[src/rtl/stack_game_pkg.sv]
// rtl/stack_game_pkg.sv - shared types, status codes and widths for the stacking game
package stack_game_pkg;

    localparam int X_W   = 8;
    localparam int Y_W   = 7;
    localparam int CH_W  = 4;
    localparam int LVL_W = 3;
    localparam int GS_W  = 2;

    typedef enum logic [2:0] {
        IDLE,
        MOVE,
        CHECK,
        PLACE,
        MISS,
        WIN,
        LOSE
    } state_t;

    localparam logic [GS_W-1:0] GS_IDLE = 2'b00;
    localparam logic [GS_W-1:0] GS_PLAY = 2'b01;
    localparam logic [GS_W-1:0] GS_WIN  = 2'b10;
    localparam logic [GS_W-1:0] GS_LOSE = 2'b11;

    function automatic logic [GS_W-1:0] status_of(input state_t s);
        case (s)
            IDLE:    return GS_IDLE;
            WIN:     return GS_WIN;
            LOSE:    return GS_LOSE;
            default: return GS_PLAY;
        endcase
    endfunction

endpackage

[src/rtl/stack_game_core_if.sv]
// rtl/stack_game_core_if.sv - control inputs and game-state outputs of the stacking game
interface stack_game_core_if;
    import stack_game_pkg::*;

    logic             sync;
    logic             start;
    logic             drop;
    logic [X_W-1:0]   x;
    logic [X_W-1:0]   prev_x;
    logic [Y_W-1:0]   y;
    logic [X_W-1:0]   blk_w;
    logic [X_W-1:0]   score;
    logic [CH_W-1:0]  chances;
    logic [LVL_W-1:0] level;
    logic             overlap;
    logic [GS_W-1:0]  game_status;

    modport master (
        output sync, start, drop,
        input  x, prev_x, y, blk_w, score, chances, level, overlap, game_status
    );

    modport slave (
        input  sync, start, drop,
        output x, prev_x, y, blk_w, score, chances, level, overlap, game_status
    );

endinterface

[src/rtl/stack_overlap_calc.sv]
// rtl/stack_overlap_calc.sv - horizontal overlap of the moving block against the top placed block
module stack_overlap_calc
    import stack_game_pkg::*;
(
    input  logic [X_W-1:0] x,
    input  logic [X_W-1:0] blk_w,
    input  logic [X_W-1:0] prev_x,
    input  logic [X_W-1:0] prev_w,
    output logic [X_W-1:0] lo,
    output logic [X_W-1:0] width,
    output logic           hit
);

    logic [X_W:0] cur_hi;
    logic [X_W:0] prev_hi;
    logic [X_W:0] hi;
    logic [X_W:0] lo_ext;

    // Right edges can exceed 255, so they are formed one bit wider.
    always_comb begin
        cur_hi  = {1'b0, x} + {1'b0, blk_w};
        prev_hi = {1'b0, prev_x} + {1'b0, prev_w};
        lo_ext  = (x > prev_x) ? {1'b0, x} : {1'b0, prev_x};
        hi      = (cur_hi < prev_hi) ? cur_hi : prev_hi;
        hit     = hi > lo_ext;
        lo      = lo_ext[X_W-1:0];
        width   = hit ? X_W'(hi - lo_ext) : '0;
    end

endmodule

[src/rtl/stack_game_core.sv]
// rtl/stack_game_core.sv - stacking game FSM and datapath: move, drop, place/miss, win/lose
module stack_game_core
    import stack_game_pkg::*;
#(
    parameter int SCREEN_W     = 160,
    parameter int BLOCK_W_INIT = 40,
    parameter int ROW_H        = 4,
    parameter int Y_BASE       = 116,
    parameter int N_ROWS       = 20,
    parameter int CHANCES_INIT = 3,
    parameter int LEVEL_ROWS   = 4,
    parameter int MAX_STEP     = 4,
    parameter int SHRINK_EN    = 1
)
(
    input  logic          clk,
    input  logic          reset,
    stack_game_core_if.slave bus
);

    localparam logic [X_W-1:0]  PREV_X_INIT = X_W'((SCREEN_W - BLOCK_W_INIT) / 2);
    localparam logic [X_W-1:0]  BLK_W_INIT  = X_W'(BLOCK_W_INIT);
    localparam logic [Y_W-1:0]  Y_INIT      = Y_W'(Y_BASE);
    localparam logic [Y_W-1:0]  ROW_DY      = Y_W'(ROW_H);
    localparam logic [CH_W-1:0] CH_INIT     = CH_W'(CHANCES_INIT);
    localparam logic [X_W:0]    SCREEN      = (X_W+1)'(SCREEN_W);
    localparam logic [X_W:0]    STEP_MAX    = (X_W+1)'(MAX_STEP);
    localparam logic [X_W-1:0]  WIN_ROWS    = X_W'(N_ROWS);

    state_t state, state_next;

    logic [X_W-1:0]   x_r, prev_x_r, prev_w_r, blk_w_r, score_r;
    logic [Y_W-1:0]   y_r;
    logic [CH_W-1:0]  chances_r;
    logic [LVL_W-1:0] level_r;
    logic             overlap_r;
    logic [GS_W-1:0]  status_r;
    logic             dir_left;

    logic [X_W-1:0]   ov_lo, ov_width;
    logic             ov_hit;

    logic [X_W:0]     step;
    logic [X_W:0]     x_ext;
    logic [X_W:0]     right_lim;
    logic [X_W-1:0]   score_new;
    logic [X_W-1:0]   level_q;
    logic [LVL_W-1:0] level_new;
    logic [CH_W-1:0]  chances_new;

    stack_overlap_calc u_overlap (
        .x      (x_r),
        .blk_w  (blk_w_r),
        .prev_x (prev_x_r),
        .prev_w (prev_w_r),
        .lo     (ov_lo),
        .width  (ov_width),
        .hit    (ov_hit)
    );

    always_comb begin
        step        = ({6'd0, level_r} + 9'd1 > STEP_MAX) ? STEP_MAX : {6'd0, level_r} + 9'd1;
        x_ext       = {1'b0, x_r};
        right_lim   = SCREEN - {1'b0, blk_w_r};
        score_new   = (score_r == 8'hFF) ? score_r : score_r + 8'd1;
        level_q     = X_W'(int'(score_new) / LEVEL_ROWS);
        level_new   = (level_q > 8'd7) ? 3'd7 : level_q[LVL_W-1:0];
        chances_new = chances_r - 4'd1;
    end

    always_ff @(posedge clk or posedge reset) begin
        if (reset) begin
            state <= IDLE;
        end else begin
            state <= state_next;
        end
    end

    always_comb begin
        state_next = state;
        case (state)
            IDLE, WIN, LOSE: if (bus.start) state_next = MOVE;
            MOVE:            if (bus.drop) state_next = CHECK;
            CHECK:           state_next = ov_hit ? PLACE : MISS;
            PLACE:           state_next = (score_new == WIN_ROWS) ? WIN : MOVE;
            MISS:            state_next = (chances_new == '0) ? LOSE : MOVE;
            default:         state_next = IDLE;
        endcase
    end

    always_ff @(posedge clk or posedge reset) begin
        if (reset) begin
            x_r       <= '0;
            prev_x_r  <= PREV_X_INIT;
            prev_w_r  <= BLK_W_INIT;
            blk_w_r   <= BLK_W_INIT;
            y_r       <= Y_INIT;
            score_r   <= '0;
            level_r   <= '0;
            chances_r <= CH_INIT;
            overlap_r <= 1'b0;
            status_r  <= GS_IDLE;
            dir_left  <= 1'b0;
        end else begin
            overlap_r <= 1'b0;
            status_r  <= status_of(state_next);
            case (state)
                IDLE, WIN, LOSE: begin
                    if (bus.start) begin
                        x_r       <= '0;
                        prev_x_r  <= PREV_X_INIT;
                        prev_w_r  <= BLK_W_INIT;
                        blk_w_r   <= BLK_W_INIT;
                        y_r       <= Y_INIT;
                        score_r   <= '0;
                        level_r   <= '0;
                        chances_r <= CH_INIT;
                        dir_left  <= 1'b0;
                    end
                end
                MOVE: begin
                    // A drop freezes the block this cycle even if a tick arrives with it.
                    if (!bus.drop && bus.sync) begin
                        if (!dir_left) begin
                            if (x_ext + step > right_lim) begin
                                x_r      <= right_lim[X_W-1:0];
                                dir_left <= 1'b1;
                            end else begin
                                x_r <= x_r + step[X_W-1:0];
                            end
                        end else begin
                            if (x_ext < step) begin
                                x_r      <= '0;
                                dir_left <= 1'b0;
                            end else begin
                                x_r <= x_r - step[X_W-1:0];
                            end
                        end
                    end
                end
                PLACE: begin
                    overlap_r <= 1'b1;
                    prev_x_r  <= ov_lo;
                    prev_w_r  <= ov_width;
                    if (SHRINK_EN != 0) blk_w_r <= ov_width;
                    score_r   <= score_new;
                    y_r       <= y_r - ROW_DY;
                    x_r       <= '0;
                    dir_left  <= 1'b0;
                    level_r   <= level_new;
                end
                MISS: begin
                    chances_r <= chances_new;
                    x_r       <= '0;
                end
                default: ;
            endcase
        end
    end

    assign bus.x           = x_r;
    assign bus.prev_x      = prev_x_r;
    assign bus.y           = y_r;
    assign bus.blk_w       = blk_w_r;
    assign bus.score       = score_r;
    assign bus.chances     = chances_r;
    assign bus.level       = level_r;
    assign bus.overlap     = overlap_r;
    assign bus.game_status = status_r;

endmodule

[src/flat_wrapper.sv]
// flat-port wrapper written by rule: the top's interface ports become plain ports
module stack_game_core_flat import stack_game_pkg::*;
#(
    parameter int SCREEN_W     = 160,
    parameter int BLOCK_W_INIT = 40,
    parameter int ROW_H        = 4,
    parameter int Y_BASE       = 116,
    parameter int N_ROWS       = 20,
    parameter int CHANCES_INIT = 3,
    parameter int LEVEL_ROWS   = 4,
    parameter int MAX_STEP     = 4,
    parameter int SHRINK_EN    = 1
)
  (clk, reset, bus_sync, bus_start, bus_drop, bus_x, bus_prev_x, bus_y, bus_blk_w, bus_score, bus_chances, bus_level, bus_overlap, bus_game_status);
  stack_game_core_if bus_i ();
  input  logic clk;
  input  logic reset;
  input wire logic [$bits(bus_i.sync)-1:0] bus_sync;
  input wire logic [$bits(bus_i.start)-1:0] bus_start;
  input wire logic [$bits(bus_i.drop)-1:0] bus_drop;
  output wire logic [$bits(bus_i.x)-1:0] bus_x;
  output wire logic [$bits(bus_i.prev_x)-1:0] bus_prev_x;
  output wire logic [$bits(bus_i.y)-1:0] bus_y;
  output wire logic [$bits(bus_i.blk_w)-1:0] bus_blk_w;
  output wire logic [$bits(bus_i.score)-1:0] bus_score;
  output wire logic [$bits(bus_i.chances)-1:0] bus_chances;
  output wire logic [$bits(bus_i.level)-1:0] bus_level;
  output wire logic [$bits(bus_i.overlap)-1:0] bus_overlap;
  output wire logic [$bits(bus_i.game_status)-1:0] bus_game_status;
  assign bus_i.sync = bus_sync;
  assign bus_i.start = bus_start;
  assign bus_i.drop = bus_drop;
  assign bus_x = bus_i.x;
  assign bus_prev_x = bus_i.prev_x;
  assign bus_y = bus_i.y;
  assign bus_blk_w = bus_i.blk_w;
  assign bus_score = bus_i.score;
  assign bus_chances = bus_i.chances;
  assign bus_level = bus_i.level;
  assign bus_overlap = bus_i.overlap;
  assign bus_game_status = bus_i.game_status;
  stack_game_core #(.SCREEN_W(SCREEN_W), .BLOCK_W_INIT(BLOCK_W_INIT), .ROW_H(ROW_H), .Y_BASE(Y_BASE), .N_ROWS(N_ROWS), .CHANCES_INIT(CHANCES_INIT), .LEVEL_ROWS(LEVEL_ROWS), .MAX_STEP(MAX_STEP), .SHRINK_EN(SHRINK_EN)) u_core (.clk(clk), .reset(reset), .bus(bus_i));
endmodule
[config.mk]
export PLATFORM = sky130hd
export DESIGN_NAME = stack_game_core_flat
export DESIGN_NICKNAME = d
export VERILOG_FILES = /design/src/rtl/stack_game_pkg.sv /design/src/rtl/stack_game_core_if.sv /design/src/rtl/stack_overlap_calc.sv /design/src/rtl/stack_game_core.sv /design/src/flat_wrapper.sv
export SDC_FILE = /design/constraint.sdc
export NUM_CORES = 1
export LEC_CHECK = 0
export BUFFER_PORTS_ARGS = -buffer_cell sky130_fd_sc_hd__buf_2
export CORE_MARGIN = 2
export CORE_UTILIZATION = 29
export CTS_BUF_LIST = sky130_fd_sc_hd__clkbuf_2 sky130_fd_sc_hd__clkbuf_4 sky130_fd_sc_hd__clkbuf_8
export CTS_CLUSTER_SIZE = 20
export DETAILED_ROUTE_END_ITERATION = 12
export GPL_ROUTABILITY_DRIVEN = 0
export GPL_TIMING_DRIVEN = 0
export MAX_ROUTING_LAYER = met4
export PLACE_DENSITY_LB_ADDON = 0.08
export SLEW_MARGIN = 30
export SYNTH_ARGS = -nofsm -noshare
export SYNTH_HDL_FRONTEND = slang
export SYNTH_SLANG_ARGS = --single-unit
[constraint.sdc]
create_clock -name clk -period 6.96 [get_ports clk]
set_clock_uncertainty 0.15 [all_clocks]
set_input_delay 1.392 -clock clk [delete_from_list [all_inputs] [get_ports clk]]
set_output_delay 1.392 -clock clk [all_outputs]
set_load 0.01 [all_outputs]
==> metrics.csv <==
metric;value;unit
die_area;18100;sq um
drc;0;
stdcell_area;5640;sq um
crit_path_start_kind;flop;
grt-busiest-layer;met2;
drv_cap;0;
avgViaCountPerCell;5.23;
cp_data_arrival_time;6.23;ns
synthCells;596;
ys_warn_count;0;
cp-endpoint;u_core.prev_w_r[2];
grt_pass1_vias;4542;
max_slew_margin;0.528;
htreeDepth;2;
hold_violations;0;
synth_seq_area_share;0.261;
intPower;0.000991;W
ys_types;66;
die_w;135;um
cts_tree;built;
worstSetupStartpoint;u_core.bus.x[1];
period_share;0.884;
clock_path_buffers;2;
slowest_stage;dfrtp_1;
place_area;5520;sq um
insertion_delay;0.32;ns
cts_buffers;5;
end_kind;flop;
cp_slowest_stage_delay;0.70;ns
routed_wire_length_per_instance;17.8;um
firstDrtPassIters;4;
antenna_found_initial;0;
drive_above_1_share;0.146;
seqPwrFrac;0.219;
required;7.04;ns
path_cells;ha_1, a211oi_1, nor2_1, o21a_1, o41ai_1, xor2_1, inv_1, ha_1, o21ai_0, nor2_1, a211oi_2, clkbuf_1, o21ai_0, ha_1, nand2_1, o21ai_0, a211oi_1, a21oi_1, a21oi_4, o31ai_1;
status;finished clean;
via_count;4589;
final_core_utilization;0.339;
cts_sinks;51;
p_leak;2.69;nW
fin_tns_setup;0;ns
layout_min_cycle_time;6.15;ns
hold_class;flop to flop;
drt_wl_total;15.7;mm
pwr-share-clk;0.114;
grt_util_met2;0.301;
synth_top_area_frac;0.197;
reg2regPathDepth;20;
swShare;0.515;
vdd_drop_max;0.000114;V
yosys_register_bits;51;
r2r_end;u_core.prev_w_r[2];
synth_area_leaders;dfrtp_1, ha_1, dfstp_2;
syn-cell-area;4940;sq um
start_util;0.297;
crit_type;flop to flop;
clkTransAtPathRegs;0.10;ns
final_net_count;730;
dp_hpwl;12.3;mm
dieHeight;135;um
yosys.area.top_type;dfrtp_1;
antenna_left;0;
grt_start_max_net_pins;46;
worst_pin_slew;0.703;ns
ios;54;
cts_root_buf;clkbuf_8;
grt_overflow;0;
worstPathMaxFanout;10;
track_usage;0.182;
synthFlopType;dfrtp_1;
cts_setup_buffers;0;
avgSynthCellArea;8.29;sq um
ys_async_sr_fraction;1.00;
use_met3;0.0165;
portBuffers;51;
rr_startpoint;u_core.bus.x[1];
grt_pass1_wl;25.1;mm
postCtsHoldBufs;0;
setup_viol;0;
gr-usage-met1;0.249;
core_area;16600;sq um
drt-initial-drc-count;271;
pwr-share-comb;0.667;
rows;47;
antenna_cells;0;
cts_resized;0;
finalPower;0.00204;W
p_per_area;362;nW/um^2
regToRegSetupSlack;0.81;ns
finalMaxSlewViolations;0;
whs;0.384;ns
synth_edf_count;0;
area_growth;14.1;%
rsz0062_at_grt;no;
fmax;0.162;GHz
switchingPower;0.00105;W
==> cells in the final DEF (no fill, tap or decap), types with 3 or more instances in the layout <==
cell type,Yosys,layout
a21o_1,9,9
fa_1,5,5
o21bai_1,3,3
nor2b_1,6,6
a211oi_1,13,13
nand2_1,52,52
dfrtp_1,39,39
mux2_2,3,3
nand2b_1,10,10
o21a_1,7,7
a21oi_1,32,32
nor3_1,14,14
and4_1,4,4
a32oi_1,4,4
ha_1,63,63
or4_1,4,4
a311oi_1,4,3
nand4_1,3,3
xnor2_1,15,15
and3_1,7,7
o211ai_1,7,7
o41ai_1,4,4
xor2_1,18,18
buf_2,4,55
clkbuf_1,14,14
nand3_1,25,25
dfstp_2,12,12
nor2_1,45,45
a22oi_1,5,5
o31ai_1,11,11
conb_1,2,4
inv_1,44,43
o22ai_1,5,5
mux2i_1,10,10
clkbuf_8,0,6
nor3b_1,3,3
o21ai_0,55,55
==> flip-flops by register name, indices dropped and copies added (netlist names) <==
| register | cells |
|---|---|
| u_core.bus.x | 8 |
| u_core.bus.overlap | 1 |
| u_core.prev_w_r | 8 |
| u_core.bus.prev_x | 8 |
| u_core.bus.score | 8 |
| u_core.bus.level | 3 |
| u_core.dir_left | 1 |
| u_core.state | 3 |
| u_core.bus.y | 5 |
| u_core.bus.chances | 4 |
| u_core.bus.game_status | 2 |
==> routing by layer <==
metal  wire, um  part of all wire  vias to the layer above
met2       7280              0.46                       64
met1       7880              0.50                     2229
met5          0                 0                        -
met3        395             0.025                       10
li1           -                 -                     2286
met4        108            0.0069                        0
==> how the worst min path moves through the flow <==
stage	slack (ns)	endpoint	start	depth (start not counted)
3_3_place_gp	0.36	u_core.bus.y[6]	u_core.bus.y[6]	1
4_1_cts	0.39	u_core.bus.y[2]	u_core.bus.y[2]	2
2_1_floorplan	0.37	u_core.bus.y[2]	u_core.bus.y[2]	2
5_1_grt	0.42	u_core.bus.y[2]	u_core.bus.y[2]	2
3_5_place_dp	0.37	u_core.bus.y[6]	u_core.bus.y[6]	1
6_report	0.38	u_core.bus.y[2]	u_core.bus.y[2]	2
==> power by group through the flow <==
stage	Combinational [W]	Sequential, W	Clock (W)
after floorplan	0.000968	0.000435	0
after global placement	0.00134	0.000455	0
after detailed placement	0.00136	0.000454	0
after CTS	0.00137	0.000448	0.000242
after global routing	0.00153	0.000460	0.000250
final	0.00136	0.000447	0.000232
==> Yosys cell counts, types with 5 or more instances <==
master	count
a211oi_1	13
a21o_1	9
a21oi_1	32
a22oi_1	5
and3_1	7
clkbuf_1	14
dfrtp_1	39
dfstp_2	12
fa_1	5
ha_1	63
inv_1	44
mux2i_1	10
nand2_1	52
nand2b_1	10
nand3_1	25
nor2_1	45
nor2b_1	6
nor3_1	14
o211ai_1	7
o21a_1	7
o21ai_0	55
o22ai_1	5
o31ai_1	11
xnor2_1	15
xor2_1	18
==> kinds of logic after synthesis <==
kind of cell	Yosys count	share of synthesized area
AND/OR/NAND/NOR	185	0.183
AO/OA/AOI/OAI	179	0.237
adder cells (fa/ha/maj)	68	0.180
buffers and inverters	65	0.0519
flip-flops	51	0.261
XOR/XNOR	33	0.0585
multiplexers	13	0.0271
other	2	0.00152
==> worst max-delay path: cells and delay by family, from the launching register on <==
| family | cells | cell delay [ns] |
|---|---|---|
| simple gates | 3 | 0.22 |
| buf+inv | 2 | 0.47 |
| fa+ha+maj | 3 | 1.08 |
| flops | 1 | 0.70 |
| xor+xnor | 1 | 0.26 |
| compound gates | 11 | 3.17 |
==> per-stage QoR <==
| stage | cells | worst slack, ns |
|---|---|---|
| final | 878 | 0.806 |
| after CTS | 878 | 0.871 |
| after detailed placement | 870 | 0.907 |
| after global routing | 878 | 0.374 |
| after floorplan | 598 | 2.03 |
| after global placement | 869 | 0.934 |
==> layout make-up <==
type                            count  area [sq um]
Tap cell                          220           275
Clock buffer                        6          82.6
Multi-Input combinational cell    482          3410
Fill cell                        1767         11000
Inverter                           44           168
Timing Repair Buffer               52           283
Sequential cell                    51          1290
Clock inverter                      2          38.8
Buffer                             21          91.3
No activity file was read; power rests on OpenSTA's default activity.
